## src/rtl/regfile_wb_arbiter.sv

```systemverilog
// Write-back arbiter and load scoreboard for the 8-entry register file.
// Optional feature macro: RF_WB_BYPASS_EN (in-flight write bypass outputs).
module regfile_wb_arbiter #(
  parameter int BITS  = 8,
  parameter int RBITS = 3,
  parameter int NREG  = 8
) (
  input  logic             i_clk,
  input  logic             i_rst_n,
  input  logic             i_run,
  input  logic             i_alu_valid,
  input  logic [RBITS-1:0] i_alu_rd,
  input  logic [BITS-1:0]  i_alu_data,
  output logic             o_alu_ready,
  input  logic             i_ld_issue,
  input  logic [RBITS-1:0] i_ld_issue_rd,
  input  logic             i_ld_valid,
  input  logic [RBITS-1:0] i_ld_rd,
  input  logic [BITS-1:0]  i_ld_data,
  output logic             o_ld_ready,
  input  logic [RBITS-1:0] i_rs1,
  input  logic [RBITS-1:0] i_rs2,
  output logic             o_stall,
  output logic [NREG-1:0]  o_pending,
  output logic             o_rf_we,
  output logic [RBITS-1:0] o_rf_rd,
  output logic [BITS-1:0]  o_rf_din
`ifdef RF_WB_BYPASS_EN
  ,
  output logic             o_byp1_hit,
  output logic             o_byp2_hit,
  output logic [BITS-1:0]  o_byp_data
`endif
);

  logic             r_rf_we;
  logic [RBITS-1:0] r_rf_rd;
  logic [BITS-1:0]  r_rf_din;
  logic [NREG-1:0]  r_pending;
  logic             r_last_grant;   // 0 = ALU, 1 = load

  logic             w_en;
  logic             w_gnt_ld;
  logic             w_gnt_alu;
  logic             w_ld_acc;
  logic             w_alu_acc;
  logic [NREG-1:0]  w_pending_nxt;
  logic [RBITS-1:0] w_rs2_eff;
  logic             w_pend1;
  logic             w_pend2;
  logic             w_fly1;
  logic             w_fly2;

  assign w_en      = i_rst_n & i_run;
  assign w_gnt_ld  = i_ld_valid & (~i_alu_valid | ~r_last_grant);
  assign w_gnt_alu = i_alu_valid & ~w_gnt_ld;
  assign w_ld_acc  = w_en & w_gnt_ld;
  assign w_alu_acc = w_en & w_gnt_alu;

  assign o_ld_ready  = w_ld_acc;
  assign o_alu_ready = w_alu_acc;

  // Set beats clear when issue and write-back hit the same register.
  always_comb begin
    w_pending_nxt = r_pending;
    if (w_ld_acc)
      w_pending_nxt[i_ld_rd] = 1'b0;
    if (w_en && i_ld_issue)
      w_pending_nxt[i_ld_issue_rd] = 1'b1;
    w_pending_nxt[0] = 1'b0;
  end

  always_ff @(posedge i_clk) begin
    if (!i_rst_n) begin
      r_rf_we      <= 1'b0;
      r_rf_rd      <= '0;
      r_rf_din     <= '0;
      r_pending    <= '0;
      r_last_grant <= 1'b0;
    end else begin
      r_rf_we   <= 1'b0;
      r_pending <= w_pending_nxt;
      if (w_ld_acc) begin
        r_rf_we      <= (i_ld_rd != '0);
        r_rf_rd      <= i_ld_rd;
        r_rf_din     <= i_ld_data;
        r_last_grant <= 1'b1;
      end else if (w_alu_acc) begin
        r_rf_we      <= (i_alu_rd != '0);
        r_rf_rd      <= i_alu_rd;
        r_rf_din     <= i_alu_data;
        r_last_grant <= 1'b0;
      end
    end
  end

  // Read port 2 only reaches r0..r3, so only its low two index bits matter.
  assign w_rs2_eff = {{(RBITS-2){1'b0}}, i_rs2[1:0]};

  assign w_pend1 = r_pending[i_rs1];
  assign w_pend2 = r_pending[w_rs2_eff];
  assign w_fly1  = r_rf_we && (r_rf_rd == i_rs1) && (i_rs1 != '0);
  assign w_fly2  = r_rf_we && (r_rf_rd == w_rs2_eff) && (w_rs2_eff != '0);

`ifdef RF_WB_BYPASS_EN
  assign o_byp1_hit = w_fly1;
  assign o_byp2_hit = w_fly2;
  assign o_byp_data = r_rf_din;
  assign o_stall    = w_pend1 | w_pend2;
`else
  assign o_stall    = w_pend1 | w_pend2 | w_fly1 | w_fly2;
`endif

  assign o_pending = r_pending;
  assign o_rf_we   = r_rf_we;
  assign o_rf_rd   = r_rf_rd;
  assign o_rf_din  = r_rf_din;

endmodule

```

## config.mk

```make
export PLATFORM = sky130hd
export DESIGN_NAME = regfile_wb_arbiter
export DESIGN_NICKNAME = d
export VERILOG_FILES = /design/src/rtl/regfile_wb_arbiter.sv
export SDC_FILE = /design/constraint.sdc
export NUM_CORES = 1
export LEC_CHECK = 0
export BUFFER_PORTS_ARGS = -buffer_cell sky130_fd_sc_hd__buf_2
export CELL_PAD_IN_SITES_DETAIL_PLACEMENT = 1
export CELL_PAD_IN_SITES_GLOBAL_PLACEMENT = 1
export CORE_MARGIN = 2
export CORE_UTILIZATION = 32
export DETAILED_ROUTE_END_ITERATION = 8
export PLACE_DENSITY = 0.94
export SYNTH_ARGS = -nofsm -noshare
export SYNTH_HDL_FRONTEND = slang
export SYNTH_SLANG_ARGS = --single-unit
```

## constraint.sdc

```tcl
create_clock -name i_clk -period 3.21 [get_ports i_clk]
set_input_delay 0.4815 -clock i_clk [delete_from_list [all_inputs] [get_ports i_clk]]
set_output_delay 0.4815 -clock i_clk [all_outputs]
set_load 0.05 [all_outputs]
```

After elaboration in Yosys (flattened, before gate mapping)
Cells that the tools add are included.
{"block": "totals", "register_bits": 21, "inputBits": 37, "out_inout_bits": 23, "elab_cells": 59}
{"block": "op_classes", "magnitude_cmp": 6, "n_eq_ne": 2, "mux": 18, "n_bitwise": 15, "n_reduce_logical": 12}
{"cell": "2-to-1 mux 8 bit", "n": 4}
{"cell": "< comparator 3 x 4 -> 1 bit (second input constant)", "n": 3}
{"cell": "nonzero test 3 bit", "n": 4}
{"cell": "bitwise AND 8 bit", "n": 1}
{"cell": "2-to-1 mux 1 bit", "n": 8}
{"cell": "inverter 8 bit", "n": 1}
{"cell": "bitwise OR 8 bit", "n": 1}
{"cell": "logical AND 1 bit", "n": 7}
{"cell": "demux 1 bit (select 3 bit)", "n": 2}
{"cell": ">= comparator 3 x 1 -> 1 bit (second input constant)", "n": 2}
{"cell": "2-to-1 mux 3 bit", "n": 2}
{"cell": "bitwise AND 1 bit", "n": 5}
{"cell": "< comparator 2 x 4 -> 1 bit (second input constant)", "n": 1}
{"cell": "bitwise OR 1 bit", "n": 4}
{"cell": "binary-select mux 1 bit (select 3 bit)", "n": 1}
{"cell": "equality test 3 x 2 -> 1 bit", "n": 1}
{"cell": "equality test 3 bit", "n": 1}
{"cell": "inverter 1 bit", "n": 3}
{"cell": "binary-select mux 1 bit (select 2 bit)", "n": 1}
{"cell": "nonzero test 2 bit", "n": 1}

Longest topological paths before layout
Gate-level depths: netlist of the first run.
{"block": "logic_depth", "ltp_word": 9, "mapped_depth": 6, "depth_no_buf": 5}

Least setup slack after synthesis of the first run
Ideal clock, no wire load.
{"block": "synth_path", "path_type": "register to output", "startpoint": "reg r_rf_rd[2] (netlist: o_rf_rd[2])", "endpoint": "out o_stall", "arrival_ns": 1.937, "t_required_ns": 2.728, "slack_ns": 0.792, "stages_incl_launch_ff": 5, "n_path_buf": 0, "cell_sequence": "dfxtp_1 > nor3b_1 > a21oi_1 > o31a_1 > o21ai_1"}
{"block": "synth_via", "elab_chain_len": 5, "elab_cells_between_ends": 8, "classes_between": "eq/ne (2); bitwise (2); reduce/logical (4)"}
{"element": "start, declared", "line": "37", "source": "logic [RBITS-1:0] r_rf_rd;"}
{"element": "start signal, assigned", "line": "85", "source": "r_rf_rd <= i_ld_rd;"}
{"element": "start signal, assigned", "line": "90", "source": "r_rf_rd <= i_alu_rd;"}
{"element": "equality test 3 bit", "line": "102", "source": "assign w_fly1 = r_rf_we && (r_rf_rd == i_rs1) && (i_rs1 != '0);"}
{"element": "logical AND 1 bit (2 in a row)", "line": "102"}
{"element": "bitwise OR 1 bit", "line": "111", "source": "assign o_stall = w_pend1 | w_pend2 | w_fly1 | w_fly2;"}
{"element": "bitwise OR 1 bit (*)", "line": "111"}
{"element": "end, declared", "line": "23", "source": "output logic o_stall,"}
Every way passes the cells marked *; elsewhere a longest branch is shown, timed or not.

Final worst setup path of the first run
{"block": "layout_path", "startpoint": "in i_rs1[1]", "endpoint": "out o_stall"}
{"block": "layout_via", "elab_chain_len": 5, "elab_cells_between_ends": 9, "classes_between": "eq/ne (1); mux (2); bitwise (3); reduce/logical (3)"}
{"element": "start, declared", "line": "21", "source": "input logic [RBITS-1:0] i_rs1,"}
{"element": "binary-select mux 1 bit (select 3 bit) or equality test 3 bit (tied branches)", "line": "100, 102"}
{"element": "2-to-1 mux 1 bit (not written as such) or logical AND 1 bit (tied branches)", "line": "100, 102"}
{"element": "bitwise OR 1 bit or logical AND 1 bit (tied branches)", "line": "111, 102"}
{"element": "bitwise OR 1 bit (*) (2 in a row)", "line": "111"}
Every way passes the cells marked *; elsewhere a longest branch is shown, timed or not. The select of a mux whose other input is x is not followed.

==> impl_metrics.yaml, run 1 <==
outcome:
  status: "finished clean"
timing:
  hold_viol: 0
  setup_slack_ns: 0.8644
  rsz0062_at_grt: "false"
  setup_viol: 0
  fin_crit_sh: 0.7307
  drv_slew: 0
  finClkSkew_ns: 0.004413
  tns_ns: 0
  fin_crit_ns: 2.346
  fmax_ghz: 0.4263
floorplan:
  chipHeight_um: 61.21
  start_util: 0.3402
  rows: 20
  die_w_um: 61.21
  ios: 60
  coreArea_mm2: 0.003078
  dieArea_mm2: 0.003746
pwr:
  p_sw_uw: 185.8
  clockPowerShare: 0.256
  p_int_uw: 377.2
  swShare: 0.3300
  p_per_area_mw_per_mm2: 402.8
  ir_drop_v: 0.0003045
  p_leak_nw: 0.6332
  seqPwrFrac: 0.484
  power_frac_comb: 0.260
placement:
  hpwl_um: 2719
  port_buffers: 57
  pre_cts_ws_ns: 0.8445
  place.gp.congestion: 0.7611
hold_path:
  hp-class: "in2reg"
setup_path:
  critPathKind: "in2out"
  crit_slowest_cell: "mux4_2"
  cp_cell_sequence: "buf_2 > mux4_2 > a2111oi_2 > o21ai_1 > buf_2"
  cp_max_fo: 6
  crit_required_ns: 2.73
  critPathCaptureType: "output pin"
  max_stage_delay_ns: 0.54
  crit_path_start_kind: "primary input"
  cp.arrival_ns: 1.86
  path_common_cell: "buf_2"
clocking:
  tritoncts: "built"
  numCtsBuffers: 3
  postCtsHoldBufs: 0
  clkTransAtPathRegs_ns: 0.11
  clkLatencyLatePin_ns: 0.30
  cts.sinks: 20
  root_buffer: "clkbuf_4"
  cts_setup_buffers: 0
  clockBufferDepth: 2
  ctsResizeCount: 0
  htree_levels: 1
route:
  drt-vias-per-instance: 5.285
  num_vias: 1168
  drtAntennaViolNets: 0
  drcViolationCount: 0
  drt_iter0_markers: 31
  wl_per_cell_um: 15.18
  firstDrtPassIters: 4
  routed_wl_um: 3355
yosys:
  synth_area_leaders: "dfxtp_1 (38%), o221ai_1 (8.4%), nor2_1 (7.9%), nand2_1 (2.9%), mux4_2 (2.2%)"
  yosysWarningCount: 0
  synth_nets: 159
  synth-edff-count: 0
  synthDistinctLibCells: 42
  netlist_area_mm2: 0.001047
  yosysSeqAreaShare: 0.3823
  async_flop_share: 0
  synthCells: 122
  ys_ff_latch: 20
  synth.avg_cell_area_um2: 8.584
  synth_flop_cell: "dfxtp_1"
  synth_top_cell_area_share: 0.3823
  yosys.area.top_type: "dfxtp_1"
finish:
  n_antenna_cell: 0
  drive_above_1_share: 0.3785
  final_core_util: 0.4541
  multiInputGateArea_um2: 598.1
  final_cell_mix: "buf_2 (57), nor2_1 (22), dfxtp_1 (20)"
  regArea_um2: 400.4
  layout_commonest_cell: "buf_2"
  area_growth_pct: 33.45
  nNetsFinal: 215
  fillers: 414
global_route:
  grt_usage: 0.1987
  antenna_found_initial: 0
  first_global_vias: 1253
  grt_start_max_net_pins: 21
  grt_pass1_wl_um: 5485
  gr-total-overflow: 0
flow_run:
  drv_cap: 0
==> layer usage <==
layer / up-vias / wire, um / global-route usage
met5: - / 0 / 0
met2: 48 / 1715 / 0.3754
met3: 6 / 293 / 0.06933
li1: 571 / - / -
met1: 543 / 1307 / 0.2041
met4: 0 / 37 / 0.05901
==> path summary, 6_finish.rpt <==
check | startpoint | endpoint | slack, ns | depth (start not counted)
max | i_rs1[1] | o_stall | 0.86 | 5
min | i_alu_data[0] | o_rf_din[0] | 0.38 | 3
max reg2reg | r_last_grant | o_pending[3] | 1.84 | 4
min reg2reg | r_last_grant | r_last_grant | 0.50 | 2
==> worst max-delay path: cells and delay by family <==
kind,cells,cell delay (ns)
AO/OA/AOI/OAI,2,0.47
buffers and inverters,2,0.38
multiplexers,1,0.54
==> layout make-up <==
class | instances | area share
Clock buffer | 4 | 0.02596
Inverter | 4 | 0.01074
Multi-Input combinational cell | 91 | 0.4279
Sequential cell | 20 | 0.2865
Tap cell | 44 | 0.03939
Timing Repair Buffer | 58 | 0.2095
==> through the flow <==
step / instance area, um^2 / power (mW) / std cells / hold slack, ns
6_report: 1398 / 0.5630 / 221 / 0.3833
3_3_place_gp: 1361 / 0.4177 / 217 / 0.4632
5_1_grt: 1398 / 0.5940 / 221 / 0.3822
3_5_place_dp: 1361 / 0.4247 / 217 / 0.4971
4_1_cts: 1398 / 0.5690 / 221 / 0.3755
2_1_floorplan: 1047 / 0.3704 / 122 / 0.4442
==> flip-flops by register name, indices dropped and copies added, names as in the netlist <==
name	flops
o_pending	7
o_rf_din	8
o_rf_rd	3
o_rf_we	1
r_last_grant	1
==> power groups by stage <==
stage / registers, mW / logic (mW) / clock network [mW]
floorplan: 0.316 / 0.0543 / 0
global route: 0.274 / 0.158 / 0.162
CTS: 0.272 / 0.148 / 0.149
detailed placement: 0.278 / 0.147 / 0
global placement: 0.276 / 0.141 / 0
finish: 0.272 / 0.146 / 0.144
==> Yosys cell counts, drive strengths merged (2+ instances only) <==
library cell,n
o21ai,5
a21oi,2
nand3,5
nand2,8
o221ai,10
a31o,2
nor3,3
nor4b,2
inv,4
buf,4
xnor2,2
dfxtp,20
clkbuf,3
o22ai,3
nand2b,3
nor2b,2
o311ai,3
nor2,22
==> cells by family (layout without fill, tap and decap cells) <==
logic type / after synthesis / after routing / synth area share
XOR/XNOR: 3 / 3 / 0.02509
flip-flops: 20 / 20 / 0.3823
other: 1 / 1 / 0.003581
multiplexers: 2 / 2 / 0.03106
AND/OR/NAND/NOR: 53 / 53 / 0.2712
AO/OA/AOI/OAI: 32 / 32 / 0.2402
buffers and inverters: 11 / 66 / 0.04659
Note: power is estimated with default switching activity, not from simulation.
==> run 2: changes to the inputs <==
--- a/config.mk
+++ b/config.mk
@@ -5,13 +5,14 @@
 export SDC_FILE = /design/constraint.sdc
 export NUM_CORES = 1
 export LEC_CHECK = 0
+export ABC_AREA = 1
 export BUFFER_PORTS_ARGS = -buffer_cell sky130_fd_sc_hd__buf_2
 export CELL_PAD_IN_SITES_DETAIL_PLACEMENT = 1
 export CELL_PAD_IN_SITES_GLOBAL_PLACEMENT = 1
 export CORE_MARGIN = 2
-export CORE_UTILIZATION = 32
+export CORE_UTILIZATION = 31
 export DETAILED_ROUTE_END_ITERATION = 8
-export PLACE_DENSITY = 0.94
+export PLACE_DENSITY = 0.91
 export SYNTH_ARGS = -nofsm -noshare
 export SYNTH_HDL_FRONTEND = slang
 export SYNTH_SLANG_ARGS = --single-unit
==> constraint.sdc (replaced) <==
create_clock -name i_clk -period 2.3 [get_ports i_clk]
set_input_delay 0.345 -clock i_clk [delete_from_list [all_inputs] [get_ports i_clk]]
set_output_delay 0.345 -clock i_clk [all_outputs]
set_load 0.05 [all_outputs]
==> impl_metrics.yaml, run 2 <==
outcome:
  status: "finished clean"
pwr:
  ir_drop_v: 0.0002013
  p_leak_nw: 0.9484
  p_per_area_mw_per_mm2: 535.4
clocking:
  cts_setup_buffers: 0
  root_buffer: "clkbuf_8"
  numCtsBuffers: 3
  clockBufferDepth: 2
  ctsResizeCount: 0
  htree_levels: 1
  clkTransAtPathRegs_ns: 0.07
  postCtsHoldBufs: 0
  tritoncts: "built"
  cts.sinks: 20
  clkLatencyLatePin_ns: 0.27
timing:
  fmax_ghz: 0.5456
  hold_viol: 0
  fin_crit_ns: 1.833
  drv_slew: 0
  finClkSkew_ns: 0.001851
  fin_crit_sh: 0.7969
  setup_viol: 0
  tns_ns: 0
  rsz0062_at_grt: "false"
route:
  wl_per_cell_um: 12.38
  routed_wl_um: 3937
  firstDrtPassIters: 2
  drt_iter0_markers: 34
  num_vias: 1484
  drt-vias-per-instance: 4.667
  drtAntennaViolNets: 0
  drcViolationCount: 0
yosys:
  synth.avg_cell_area_um2: 6.262
  synth_xor_xnor_area_share: 0.006629
  yosys-top-cells-count: "nand2_1 (50), inv_1 (41), nand3_1 (32)"
  synth_nets: 248
  ys_ff_latch: 20
  synth_compound_area_frac: 0.05208
  synthSimpleGateAreaFrac: 0.4820
  synthAdderAreaFrac: 0
  async_flop_share: 0
  synth_mux_area_frac: 0
  synth-edff-count: 0
  yosysSeqAreaShare: 0.3030
  yosysWarningCount: 0
  synthCells: 211
  netlist_area_mm2: 0.001321
  synth_top_cell_area_share: 0.3030
  synthDistinctLibCells: 24
  synth_top_family_by_area: "simple AND/OR/NAND/NOR gates"
  synth_area_leaders: "dfxtp_1 (30%), nand2_1 (14%), nand3_1 (12%), inv_1 (12%), nor2_1 (6.5%)"
  synth_flop_cell: "dfxtp_1"
  synth.most_common_cell: "nand2_1"
  yosys.area.top_type: "dfxtp_1"
hold_path:
  min_from: "i_alu_data[3]"
  hp-class: "in2reg"
setup_path:
  cp_max_fo: 15
  regToRegStartpoint: "r_last_grant"
  critPathKind: "reg2out"
  r2r_setup_slack_ns: 1.02
  crit_path_start_kind: "flop"
  critPathCaptureType: "output pin"
  crit_required_ns: 1.96
  startpoint: "r_last_grant"
  cp.arrival_ns: 1.49
finish:
  layout_commonest_cell: "buf_2"
  final_cell_mix: "buf_2 (57), nand2_1 (50), inv_1 (41)"
  fin_cells: 318
  drive_above_1_share: 0.3022
  largest_reg_flops: 8
  final_area_mm2: 0.001687
  area_growth_pct: 27.65
  nNetsFinal: 306
  n_antenna_cell: 0
placement:
  dp.cells: 314
  port_buffers: 57
  hpwl_um: 3041
  place.gp.congestion: 0.8213
  place_area_mm2: 0.001632
floorplan:
  ios: 60
  die_w_um: 69.29
  coreArea_mm2: 0.004058
  chipHeight_um: 69.29
  dieArea_mm2: 0.004800
  rows: 23
  start_util: 0.3256
global_route:
  grt_start_max_net_pins: 16
  grt_pass1_wl_um: 6672
  antenna_found_initial: 0
  gr-total-overflow: 0
  grt_usage: 0.1690
  first_global_vias: 1474
flow_run:
  drv_cap: 0
## run 2: path summary, 6_finish.rpt
check / depth (start not counted) / endpoint
setup / recovery: 4 / o_ld_ready
hold / removal: 3 / o_rf_din[3]
setup reg to reg: 7 / o_rf_rd[0]
hold reg to reg: 2 / o_rf_din[1]
## run 2: layout make-up
| type | instances | area (um^2) |
|---|---|---|
| flip-flops and latches | 20 | 400.4 |
| multi-input cells | 144 | 718.2 |
| well taps | 50 | 62.56 |
| clock buffers | 4 | 55.05 |
| fillers | 572 | 2371 |
| inverters | 42 | 157.7 |
| repair buffers | 58 | 292.8 |
## run 2: logic make-up (layout without fill, tap and decap cells)
kind of cell	count (synthesis)	count (layout)
simple gates	129	129
buf+inv	47	104
flops	20	20
compound gates	13	13
other cells	1	1
xor+xnor	1	1
## run 2: where the power goes
group	internal (mW)	switching (mW)	leakage [nW]	total, mW
Clock	0.153	0.125	0.0288	0.278
Combinational	0.0743	0.174	0.756	0.248
Sequential	0.364	0.0131	0.163	0.377
Total	0.591	0.312	0.948	0.903
## run 2: metal layers
| metal | vias to the layer above | wire length [um] | GRT usage |
|---|---|---|---|
| li1 | 763 | - | - |
| met1 | 682 | 1661 | 0.1984 |
| met2 | 32 | 2045 | 0.3013 |
| met3 | 7 | 153 | 0.02471 |
| met4 | 0 | 76 | 0.07625 |
| met5 | - | 0 | 0 |
## run 2: critical path, stage by stage (launching register included)
cell	delay (ns)
dfxtp_1	0.33
nand2_1	0.13
nand2_2	0.12
nor2_4	0.31
buf_2	0.34
## run 2: through the flow
step	power, mW	setup slack, ns	hold slack (ns)	utilization
after floorplan	0.5572	0.4565	0.4447	-
after global placement	0.6264	0.6145	0.4612	0.4021
after detailed placement	0.6340	0.5983	0.4805	0.4021
after CTS	0.9125	0.4505	0.3739	0.4157
after global routing	0.9451	0.3885	0.3890	0.4157
final	0.9030	0.4672	0.3778	0.4157
